**src/rtl/alu_share_arb_if.sv**
```systemverilog
// Handshake and shared-ALU bundle for alu_share_arb: two requesters, their responses, and the ALU hookup.
interface alu_share_arb_if;
    logic        req0_valid;
    logic        req1_valid;
    logic [31:0] req0_op1;
    logic [31:0] req0_op2;
    logic [31:0] req1_op1;
    logic [31:0] req1_op2;
    logic [3:0]  req0_func;
    logic [3:0]  req1_func;
    logic        req0_ready;
    logic        req1_ready;
    logic        rsp0_valid;
    logic        rsp1_valid;
    logic        rsp0_ready;
    logic        rsp1_ready;
    logic [31:0] rsp_data;
    logic [31:0] alu_op1;
    logic [31:0] alu_op2;
    logic [3:0]  alu_func;
    logic [31:0] alu_out;
    logic        busy;

    // requesters plus the external ALU
    modport master (
        output req0_valid, req1_valid, req0_op1, req0_op2, req1_op1, req1_op2,
        output req0_func, req1_func, rsp0_ready, rsp1_ready, alu_out,
        input  req0_ready, req1_ready, rsp0_valid, rsp1_valid, rsp_data,
        input  alu_op1, alu_op2, alu_func, busy
    );

    // the arbiter
    modport slave (
        input  req0_valid, req1_valid, req0_op1, req0_op2, req1_op1, req1_op2,
        input  req0_func, req1_func, rsp0_ready, rsp1_ready, alu_out,
        output req0_ready, req1_ready, rsp0_valid, rsp1_valid, rsp_data,
        output alu_op1, alu_op2, alu_func, busy
    );
endinterface

```
**src/rtl/alu_share_arb.sv**
```systemverilog
// Two-requester arbiter in front of one combinational ALU; round-robin by default,
// fixed priority to requester 0 when ALU_SHARE_ARB_FIXED_PRIO_EN is defined.
//
// state | meaning
// IDLE  | waiting for a request; grants one and pulses its ready
// EXEC  | latched operands drive the ALU; result captured at the edge
// RESP  | rsp_data held, granted rsp valid high until its ready
module alu_share_arb (
    input  logic             clk,
    input  logic             rst,
    alu_share_arb_if.slave   bus
);
    typedef enum logic [1:0] {
        S_IDLE = 2'd0,
        S_EXEC = 2'd1,
        S_RESP = 2'd2
    } state_t;

    state_t      state_q;
    state_t      state_d;
    logic [31:0] op1_q;
    logic [31:0] op2_q;
    logic [3:0]  func_q;
    logic        gid_q;
    logic [31:0] rsp_data_q;

    logic        pick1;
    logic        accept;
    logic        done;
    logic        ready0;
    logic        ready1;
    logic        rspv0;
    logic        rspv1;
    logic [31:0] alu_op1_d;
    logic [31:0] alu_op2_d;
    logic [3:0]  alu_func_d;

`ifdef ALU_SHARE_ARB_FIXED_PRIO_EN
    always_comb begin
        pick1 = bus.req1_valid && !bus.req0_valid;
    end
`else
    logic ptr_q;

    // pointer side wins a tie; a lone request wins regardless
    always_comb begin
        pick1 = bus.req1_valid && (!bus.req0_valid || ptr_q);
    end

    always_ff @(posedge clk) begin
        if (rst) begin
            ptr_q <= 1'b0;
        end else if (done) begin
            ptr_q <= ~gid_q;
        end
    end
`endif

    always_comb begin
        state_d    = state_q;
        accept     = 1'b0;
        done       = 1'b0;
        ready0     = 1'b0;
        ready1     = 1'b0;
        rspv0      = 1'b0;
        rspv1      = 1'b0;
        alu_op1_d  = 32'd0;
        alu_op2_d  = 32'd0;
        alu_func_d = 4'd0;
        case (state_q)
            S_IDLE: begin
                if (bus.req0_valid || bus.req1_valid) begin
                    accept  = 1'b1;
                    ready0  = ~pick1;
                    ready1  = pick1;
                    state_d = S_EXEC;
                end
            end
            S_EXEC: begin
                alu_op1_d  = op1_q;
                alu_op2_d  = op2_q;
                alu_func_d = func_q;
                state_d    = S_RESP;
            end
            S_RESP: begin
                rspv0 = ~gid_q;
                rspv1 = gid_q;
                if (gid_q ? bus.rsp1_ready : bus.rsp0_ready) begin
                    done    = 1'b1;
                    state_d = S_IDLE;
                end
            end
            default: begin
                state_d = S_IDLE;
            end
        endcase
        // reset overrides everything visible and blocks any acceptance
        if (rst) begin
            accept = 1'b0;
            done   = 1'b0;
            ready0 = 1'b0;
            ready1 = 1'b0;
            rspv0  = 1'b0;
            rspv1  = 1'b0;
        end
    end

    always_ff @(posedge clk) begin
        if (rst) begin
            state_q    <= S_IDLE;
            op1_q      <= 32'd0;
            op2_q      <= 32'd0;
            func_q     <= 4'd0;
            gid_q      <= 1'b0;
            rsp_data_q <= 32'd0;
        end else begin
            state_q <= state_d;
            if (accept) begin
                op1_q  <= pick1 ? bus.req1_op1  : bus.req0_op1;
                op2_q  <= pick1 ? bus.req1_op2  : bus.req0_op2;
                func_q <= pick1 ? bus.req1_func : bus.req0_func;
                gid_q  <= pick1;
            end
            if (state_q == S_EXEC) begin
                rsp_data_q <= bus.alu_out;
            end
        end
    end

    assign bus.req0_ready = ready0;
    assign bus.req1_ready = ready1;
    assign bus.rsp0_valid = rspv0;
    assign bus.rsp1_valid = rspv1;
    assign bus.rsp_data   = rsp_data_q;
    assign bus.alu_op1    = alu_op1_d;
    assign bus.alu_op2    = alu_op2_d;
    assign bus.alu_func   = alu_func_d;
    assign bus.busy       = (state_q != S_IDLE) && !rst;
endmodule

```
**src/flat_wrapper.sv**
```systemverilog
// flat-port wrapper written by rule: the top's interface ports become plain ports
module alu_share_arb_flat 
  (clk, rst, bus_req0_valid, bus_req1_valid, bus_req0_op1, bus_req0_op2, bus_req1_op1, bus_req1_op2, bus_req0_func, bus_req1_func, bus_rsp0_ready, bus_rsp1_ready, bus_alu_out, bus_req0_ready, bus_req1_ready, bus_rsp0_valid, bus_rsp1_valid, bus_rsp_data, bus_alu_op1, bus_alu_op2, bus_alu_func, bus_busy);
  alu_share_arb_if bus_i ();
  input  logic clk;
  input  logic rst;
  input wire logic [$bits(bus_i.req0_valid)-1:0] bus_req0_valid;
  input wire logic [$bits(bus_i.req1_valid)-1:0] bus_req1_valid;
  input wire logic [$bits(bus_i.req0_op1)-1:0] bus_req0_op1;
  input wire logic [$bits(bus_i.req0_op2)-1:0] bus_req0_op2;
  input wire logic [$bits(bus_i.req1_op1)-1:0] bus_req1_op1;
  input wire logic [$bits(bus_i.req1_op2)-1:0] bus_req1_op2;
  input wire logic [$bits(bus_i.req0_func)-1:0] bus_req0_func;
  input wire logic [$bits(bus_i.req1_func)-1:0] bus_req1_func;
  input wire logic [$bits(bus_i.rsp0_ready)-1:0] bus_rsp0_ready;
  input wire logic [$bits(bus_i.rsp1_ready)-1:0] bus_rsp1_ready;
  input wire logic [$bits(bus_i.alu_out)-1:0] bus_alu_out;
  output wire logic [$bits(bus_i.req0_ready)-1:0] bus_req0_ready;
  output wire logic [$bits(bus_i.req1_ready)-1:0] bus_req1_ready;
  output wire logic [$bits(bus_i.rsp0_valid)-1:0] bus_rsp0_valid;
  output wire logic [$bits(bus_i.rsp1_valid)-1:0] bus_rsp1_valid;
  output wire logic [$bits(bus_i.rsp_data)-1:0] bus_rsp_data;
  output wire logic [$bits(bus_i.alu_op1)-1:0] bus_alu_op1;
  output wire logic [$bits(bus_i.alu_op2)-1:0] bus_alu_op2;
  output wire logic [$bits(bus_i.alu_func)-1:0] bus_alu_func;
  output wire logic [$bits(bus_i.busy)-1:0] bus_busy;
  assign bus_i.req0_valid = bus_req0_valid;
  assign bus_i.req1_valid = bus_req1_valid;
  assign bus_i.req0_op1 = bus_req0_op1;
  assign bus_i.req0_op2 = bus_req0_op2;
  assign bus_i.req1_op1 = bus_req1_op1;
  assign bus_i.req1_op2 = bus_req1_op2;
  assign bus_i.req0_func = bus_req0_func;
  assign bus_i.req1_func = bus_req1_func;
  assign bus_i.rsp0_ready = bus_rsp0_ready;
  assign bus_i.rsp1_ready = bus_rsp1_ready;
  assign bus_i.alu_out = bus_alu_out;
  assign bus_req0_ready = bus_i.req0_ready;
  assign bus_req1_ready = bus_i.req1_ready;
  assign bus_rsp0_valid = bus_i.rsp0_valid;
  assign bus_rsp1_valid = bus_i.rsp1_valid;
  assign bus_rsp_data = bus_i.rsp_data;
  assign bus_alu_op1 = bus_i.alu_op1;
  assign bus_alu_op2 = bus_i.alu_op2;
  assign bus_alu_func = bus_i.alu_func;
  assign bus_busy = bus_i.busy;
  alu_share_arb u_core (.clk(clk), .rst(rst), .bus(bus_i));
endmodule
```
**config.mk**
```make
export PLATFORM = sky130hd
export DESIGN_NAME = alu_share_arb_flat
export DESIGN_NICKNAME = d
export VERILOG_FILES = /design/src/rtl/alu_share_arb_if.sv /design/src/rtl/alu_share_arb.sv /design/src/flat_wrapper.sv
export SDC_FILE = /design/constraint.sdc
export NUM_CORES = 1
export LEC_CHECK = 0
export ABC_AREA = 1
export CAP_MARGIN = 20
export CORE_MARGIN = 3
export CORE_UTILIZATION = 41
export CTS_BUF_LIST = sky130_fd_sc_hd__clkbuf_2 sky130_fd_sc_hd__clkbuf_4 sky130_fd_sc_hd__clkbuf_8
export CTS_CLUSTER_SIZE = 10
export DETAILED_ROUTE_END_ITERATION = 7
export PLACE_DENSITY = 0.84
export SYNTH_ARGS = -nofsm -noshare
export SYNTH_HDL_FRONTEND = slang
export SYNTH_SLANG_ARGS = --single-unit
```
**constraint.sdc**
```tcl
create_clock -name clk -period 1.5 [get_ports clk]
set_input_delay 0.3 -clock clk [delete_from_list [all_inputs] [get_ports clk]]
set_output_delay 0.3 -clock clk [all_outputs]
set_load 0.05 [all_outputs]
```
== Yosys cells after proc, flatten, opt, wreduce, memory -nomap -nowiden ==
Cells that the tools add are included.
W data, S select, Z words.
Word-level totals
  bits in registers: 104
  logic and storage cells: 48
Cells by class
  bitwise gates (word level): 2
  reductions and logical operators: 9
  mux-type cells: 26
  equal/unequal tests: 4
Operator list (number)
  $mux W32: 4
  $mux W1: 17
  $mux W4: 2
  $pmux W2 S3: 1
  $mux W2: 2
  $ne A2 B1 Y1 const B: 2
  $eq A2 B1 Y1 const B: 1
  $eq A2 B2 Y1 const B: 1
  $logic_and A1 B1 Y1: 2
  $logic_not A1 Y1: 2
  $logic_not A2 Y1: 1
  $logic_or A1 B1 Y1: 2
  $not A1 Y1: 2
  $reduce_and A2 Y1: 1
  $reduce_bool A2 Y1: 1

== Logic depth before layout (Yosys ltp) ==
Gate-level depths: netlist of run 1.
  depth after elaboration: 7
  depth in mapped cells: 10
  depth with buffers taken out: 7

== Worst setup path after synthesis of run 1 ==
Ideal clock, no wire load.
  path type: register to output
  start point: register u_core.state_q[0]
  end point: output port bus_alu_op1[10]
  stages on the path, launching flop included: 7
  buffers on the path: 2
  data required time: 1200 ps
  arrival time: 1597 ps
  path slack: -397 ps
  path through: dfxtp_1 > inv_1 > nor2_2 > inv_1 > buf_2 > buf_1 > nor2_1
On the way
  longest elaborated chain between the ends: 2
RTL lines
  start: declaration: RTL line alu_share_arb.sv:19  | state_t state_q;
  start signal: assignment: RTL line alu_share_arb.sv:117  | state_q <= state_d;
  $eq A2 B1 Y1: RTL line alu_share_arb.sv:70  | case (state_q)
  $mux W32: RTL line alu_share_arb.sv:70
  end: declaration: RTL line flat_wrapper.sv:23  | output wire logic [$bits(bus_i.alu_op1)-1:0] bus_alu_op1;
Every way passes these cells.

== Worst setup path in the final report of run 1 ==
  start point: register u_core.state_q[0]
  end point: register u_core.op1_q[9]
On the way
  longest elaborated chain between the ends: 3
RTL lines
  $logic_not A2 Y1: RTL line alu_share_arb.sv:70
  $mux W1: RTL line alu_share_arb.sv:70
  $mux W1: RTL line alu_share_arb.sv:98  | if (rst) begin
  end signal: assignment: RTL line alu_share_arb.sv:119  | op1_q <= pick1 ? bus.req1_op1 : bus.req0_op1;
  end: declaration: RTL line alu_share_arb.sv:21  | logic [31:0] op1_q;
Every way passes these cells.
A chain may end at the register's enable or synchronous reset.

==> metrics, run 1 <==
run status finished, violations left; Crit Path Category flop to flop; clock-pin slew on the worst setup and hold paths 120 ps; Hold Crit Class primary input to flop; DR vias 7404; critical path arrival between 2000 and 2500 ps; aggregate global routing overflow 0; latest clock arrival within the worst-skew pair 390 ps; number of synthesized register bits 104; setup TNS -49340 ps; Critical Path Start Type flop; H-tree Lvls 3; commonest non-fill, non-tap cell in the layout clkdlybuf4s50_1; Placed Instance Area 0.009948 mm^2; Mapped Nets around 1000; drt wl/cell 22.52 um; slowest cell on the critical path dfxtp_2; worst-path fanout max 8; Vias/cell between 5 and 6; Clock Skew 12.04 ps; critical-path cell list buf_4, buf_6, nor2_4, nand2_4, buf_6, nor2_4, buf_12, clkbuf_16, nand3_2, nand2_1, inv_1; violated checks setup timing; R2R depth 11; Synth Instances 840; unrepaired setup endpoints after global routing yes; Rows 40; min Tclk post-route roughly 1900 ps; post-route cell area roughly 0.011 mm^2; total wire length between 20000 and 30000 um; register area share after synthesis 39.99%; HPWL after detailed placement 15850 um; static leakage slightly below 5 nW; initial antenna violation count 0; share of layout cells above drive strength 1 34.06%; GRT Total Usage roughly a third; die area 0.01409 mm^2; cts bufs inserted 9; Setup violations, final between 150 and 200; IO buf count 278; hold slack ~330 ps; post-synth design cell area around 0.0052 mm^2; VDD IR max 834.2 uV; Final Util between 90% and 100%; reg-to-reg slack, setup -430 ps; core area 0.01221 mm^2; commonest cells after routing, fill and taps aside clkdlybuf4s50_1 (171), nand2_1 (131), buf_12 (129); Design Power 0.01049 W; global-route wire length before repair about 36000 um; Worst Setup End Kind flop; Die Ht about 120 um; routability cong. between 0.8 and 0.9; DRC 0; 1st-iter DRT viols about 790; synthesis-to-layout area growth 118.7%; Slew HR 68.27%; CP required 1790 ps; final critical-path share of the clock period 129.0%; Filler Cells Inserted roughly 400; antenna cells 0; Max Cap Violations 0; remaining antenna violation count 0; vias in the first global route 6910; PnR worst setup slack -434.4 ps; fmax about 520 MHz; WHS Path Cells 4; Syn Area/Cell 6.198 um^2; first drt pass iteration count 8; Starting Density 42.63%; TritonCTS clock tree done; YS warnings 0; PD cells 920.9 mW/mm^2; Largest stage delay, worst path 350 ps; count of final max-slew check failures 0; largest net degree at the start of global routing 57; Worst-Margin Slew approximately 480 ps; CTS root buffer clkbuf_8; Yosys cell types 19; Hold Vio Cnt, Final 0; clk buf depth 2; clock sinks 104; fin nets 1314; chip width approximately 120 um; num ports 279
-- area by class of cell --
type,count,area [um^2],share of cell area (%)
Inverter,146,555.5,4.879
Timing Repair Buffer,350,4896,43.00
Multi-Input combinational cell,529,3427,30.10
Sequential cell,104,2085,18.31
Clock inverter,5,61.31,0.5385
Clock buffer,11,151.4,1.330
Tap cell,168,210.2,1.846
-- critical path: cells and delay by family, from the launching register on --
family	cells	cell delay [ps]
flip-flops	1	350
AND/OR/NAND/NOR	5	680
buffers and inverters	6	800
-- cell families after synthesis --
kind of cell / Yosys count / share of synthesized area (%)
AOI/OAI and AO/OA: 104 / 10.02
and+or+nand+nor: 425 / 34.22
DFF: 104 / 39.99
buffers and inverters: 207 / 15.77
-- report_power, final --
| part | leakage, nW | internal [W] | switching (W) | total (W) |
|---|---|---|---|---|
| Sequential | 0.867 | 0.00317 | 0.000232 | 0.00340 |
| Clock | 0.110 | 0.000878 | 0.00111 | 0.00199 |
| Combinational | 3.98 | 0.00224 | 0.00285 | 0.00510 |
-- state kept, by name (all words and copies together) (netlist names) --
register and flops:
u_core.bus.rsp_data 32, u_core.op1_q 32, u_core.op2_q 32, u_core.func_q 4, u_core.state_q 2, u_core.gid_q 1, u_core.ptr_q 1
-- metal layers --
layer  part of all wire (%)  track usage, %  up-vias
met2                     52           57.05      560
met5                      0               0        -
met3                    9.6           8.900      156
met1                     33           34.28     3510
li1                       -               -     3178
met4                    5.8           13.47        0
-- path summary, 6_finish.rpt --
| check | start | endpoint |
|---|---|---|
| worst min-delay path | rst | u_core.ptr_q |
| worst min register to register | u_core.ptr_q | u_core.ptr_q |
| worst max-delay path | u_core.state_q[0] | u_core.op1_q[9] |
| worst max register to register | u_core.state_q[0] | u_core.op1_q[9] |
-- Yosys cell counts --
cell type / n / area, um^2
nor2_1: 137 / 514.2
inv_1: 143 / 536.8
dfxtp_1: 104 / 2082
buf_4: 1 / 7.510
clkbuf_2: 1 / 5.000
buf_6: 1 / 11.26
nand2_2: 1 / 6.260
inv_4: 1 / 6.260
nand2_1: 147 / 551.8
buf_2: 23 / 115.1
clkbuf_1: 33 / 123.9
inv_2: 2 / 7.510
o22ai_1: 1 / 6.260
nand3_1: 137 / 685.7
buf_1: 2 / 7.510
nor2_4: 1 / 11.26
a21oi_1: 2 / 10.01
nor2_2: 2 / 12.51
o21ai_0: 101 / 505.5
-- timing repair --
item	in CTS	in global routing
pin swaps	20	8
endpoints found under the setup margin	73	170
gates cloned	0	12
hold buffers	0	0
resized for setup	26	140
buffers inserted	16	11
-- through the flow --
| step | instances | worst slack (ps) |
|---|---|---|
| after floorplan | 840 | -173.8 |
| after global placement | 1258 | -214.7 |
| after detailed placement | 1258 | -259.2 |
| after CTS | 1290 | -361.4 |
| after global routing | 1313 | -472.4 |
| final | 1313 | -434.4 |
No activity file was read; power rests on OpenSTA's default activity.
==> run 2: changes to the inputs <==
--- a/config.mk
+++ b/config.mk
@@ -8,11 +8,11 @@
 export ABC_AREA = 1
 export CAP_MARGIN = 20
 export CORE_MARGIN = 3
-export CORE_UTILIZATION = 41
+export CORE_UTILIZATION = 37
 export CTS_BUF_LIST = sky130_fd_sc_hd__clkbuf_2 sky130_fd_sc_hd__clkbuf_4 sky130_fd_sc_hd__clkbuf_8
 export CTS_CLUSTER_SIZE = 10
 export DETAILED_ROUTE_END_ITERATION = 7
-export PLACE_DENSITY = 0.84
+export PLACE_DENSITY = 0.8
 export SYNTH_ARGS = -nofsm -noshare
 export SYNTH_HDL_FRONTEND = slang
 export SYNTH_SLANG_ARGS = --single-unit
==> constraint.sdc (replaced) <==
create_clock -name clk -period 1.69 [get_ports clk]
set_input_delay 0.338 -clock clk [delete_from_list [all_inputs] [get_ports clk]]
set_output_delay 0.338 -clock clk [all_outputs]
set_load 0.05 [all_outputs]
==> run 2 against run 1 <==
Against the previous run:
- the flow still finishes with violations (setup timing)
- register-to-register slack gained 550 ps
- sequential power is 14% lower
- global-route usage shrank 7.2 points
- largest cell class unchanged
- combinational power down 29%
- cell count is 1.2% lower
- wire length shrank 34%
- die area up 10%
- sequential share of layout area rose by 2.6 points
- critical endpoint is now bus_alu_op2[26]
- non-clock buffer count shrank 26
- total power down 22%
- critical path depth fell by 4
- clock skew up 2.8 ps
- largest power group unchanged
==> metrics, run 2 (same netlist as run 1, synthesis figures left out) <==
met2 routed WL 9713 um (was 15230 um); commonest non-fill, non-tap cell in the layout clkdlybuf4s50_1 (unchanged); reg-to-reg startpoint u_core.state_q[0] (unchanged); Largest stage delay, worst path 370 ps (was 350 ps); static leakage 4.547 nW (was 4.959 nW); Max Cap Violations 0 (unchanged); slowest cell on the critical path dfxtp_2 (unchanged); Slew HR 76.41% (was 68.27%); Final Util 74.02% (was 93.24%); critical-path cell list inv_2, nor2_4, buf_6, inv_12, buf_12, nor2_4, buf_12 (was buf_4, buf_6, nor2_4, nand2_4, buf_6, nor2_4, buf_12, clkbuf_16, nand3_2, nand2_1, inv_1); CP required 1350 ps (was 1790 ps); cts bufs inserted 9 (unchanged); Hold-fix buffers, CTS 0 (unchanged); Rows 42 (was 40); R2R depth 9 (was 11); first drt pass iteration count 5 (was 8); run status finished, violations left (unchanged); aggregate global routing overflow 0 (unchanged); global-route wire length before repair 30770 um (was 35780 um); Vias/cell 4.880 (was 5.639); PD cells 820.7 mW/mm^2 (was 920.9 mW/mm^2); num ports 279 (unchanged); TritonCTS clock tree done (unchanged); unrepaired setup endpoints after global routing yes (unchanged); Worst-Margin Slew 353.9 ps (was 475.9 ps); critical path arrival 1590 ps (was 2230 ps); HPWL after detailed placement 13970 um (was 15850 um); CTS root buffer clkbuf_8 (unchanged); metal1 wirelength 7803 um (was 9781 um); hold slack 335.9 ps (was 325.8 ps); GRT Total Usage 24.39% (was 31.56%); total wire length 19640 um (was 29570 um); H-tree Lvls 3 (unchanged); latest clock arrival within the worst-skew pair 400 ps (was 390 ps); clk buf depth 2 (unchanged); hold-critical path endpoint u_core.state_q[1] (was u_core.ptr_q); core area 0.01351 mm^2 (was 0.01221 mm^2); reg-to-reg slack, setup 120 ps (was -430 ps); worst-path fanout max 8 (unchanged); clock-pin slew on the worst setup and hold paths 120 ps (about the same); min Tclk post-route 1924 ps; PnR worst setup slack -233.8 ps (was -434.4 ps); DR vias 6329 (was 7404); metal3 WL 1596 um (was 2840 um); DRC 0 (unchanged); Hold Crit Class primary input to flop (unchanged); routability cong. 0.8448 (was 0.8523); chip width 124.6 um (was 118.7 um); antenna cells 0 (unchanged); count of final max-slew check failures 0 (unchanged); fmax approximately 520 MHz; commonest cells after routing, fill and taps aside clkdlybuf4s50_1 (171), nand2_1 (144), inv_1 (140) (was clkdlybuf4s50_1 (171), nand2_1 (131), buf_12 (129)); Hold Vio Cnt, Final 0 (unchanged); fin nets 1290 (was 1314); Critical Path Start Type flop (unchanged); drt wl/cell 15.14 um (was 22.52 um); remaining antenna violation count 0 (unchanged); Clock Skew 14.88 ps (was 12.04 ps); uppermost layer routed met5 (was met4); Crit Path Category flop to primary output (was flop to flop); Die Ht 124.6 um (was 118.7 um); Setup violations, final 71 (was 152); Worst R2R End u_core.op1_q[5] (was u_core.op1_q[9]); violated checks setup timing (unchanged); min-delay src rst (unchanged); largest net degree at the start of global routing 65 (was 57); 1st-iter DRT viols 505 (was 791); share of layout cells above drive strength 1 23.10% (was 34.06%); vias in the first global route 6050 (was 6910); final critical-path share of the clock period 113.8%; initial antenna violation count 1 (was 0); die area 0.01553 mm^2 (was 0.01409 mm^2); clock sinks 104 (unchanged); Worst Setup End Kind primary output (was flop); WHS Path Cells 4 (unchanged); IO buf count 278 (unchanged); VDD IR max 603.5 uV (was 834.2 uV); synthesis-to-layout area growth 92.02% (was 118.7%); Starting Density 38.55% (was 42.63%)
[run 2: changes by cell type in the layout (fill, tap and decap cells not counted), sizes merged]
| cell | previous run | this run |
|---|---|---|
| buf | 171 | 152 |
| bufinv | 1 | 0 |
| clkbuf | 19 | 10 |
| clkinvlp | 0 | 1 |
| inv | 148 | 152 |
[run 2: what timing repair did]
item                                    in CTS  in global routing
setup buffers                                7                  3
pin swaps                                   11                 10
endpoints found under the setup margin      72                 73
gates cloned                                 4                  1
resized for setup                           90                  4
[run 2: through the flow]
| step | std cells | total power, W | instance area [um^2] | TNS [ps] | setup WS [ps] |
|---|---|---|---|---|---|
| 4_1_cts | 1294 | 0.008211 | 9943 | -12720 | -216.9 |
| 3_5_place_dp | 1267 | 0.006276 | 9233 | -3341 | -105.3 |
| 3_3_place_gp | 1267 | 0.006218 | 9233 | -3742 | -92.39 |
| 5_1_grt | 1297 | 0.008628 | 9997 | -17550 | -296.2 |
| 2_1_floorplan | 840 | 0.004799 | 5504 | -7789 | -204.5 |
| 6_report | 1297 | 0.008205 | 9997 | -13310 | -233.8 |
[run 2: area by class of cell]
type	instances	area, um^2
fillers	982	3508
inverters	146	563.0
clock buffers	9	123.9
clock inverters	7	82.58
repair inverters	2	22.52
flip-flops and latches	104	2087
multi-input cells	529	2889
well taps	176	220.2
repair buffers	324	4009
[run 2: how the worst max path moves through the flow]
stage	start	to	depth (start not counted)
floorplan	u_core.state_q[0]	bus_alu_func[3]	6
global placement	bus_req0_valid	u_core.op1_q[5]	9
detailed placement	bus_req0_valid	u_core.op1_q[17]	9
CTS	u_core.state_q[0]	bus_alu_op1[25]	7
global route	u_core.state_q[0]	bus_alu_op2[26]	7
finish	u_core.state_q[0]	bus_alu_op2[26]	7
[run 2: critical path: cells and delay by family (launching register included)]
family | cells | cell delay, ps
buf+inv | 5 | 560
flops | 1 | 370
simple gates | 2 | 250
[run 2: power breakdown]
part | total, W | internal, W | switching (W)
logic | 0.00364 | 0.00155 | 0.00210
registers | 0.00293 | 0.00281 | 0.000116
clock network | 0.00163 | 0.000597 | 0.00104
total | 0.00820 | 0.00495 | 0.00325
[run 2: layer usage]
layer | up-vias | GRT usage, %
li1 | 3127 | -
met1 | 2912 | 28.51
met2 | 256 | 42.05
met3 | 32 | 7.204
met4 | 2 | 9.220
met5 | - | 0
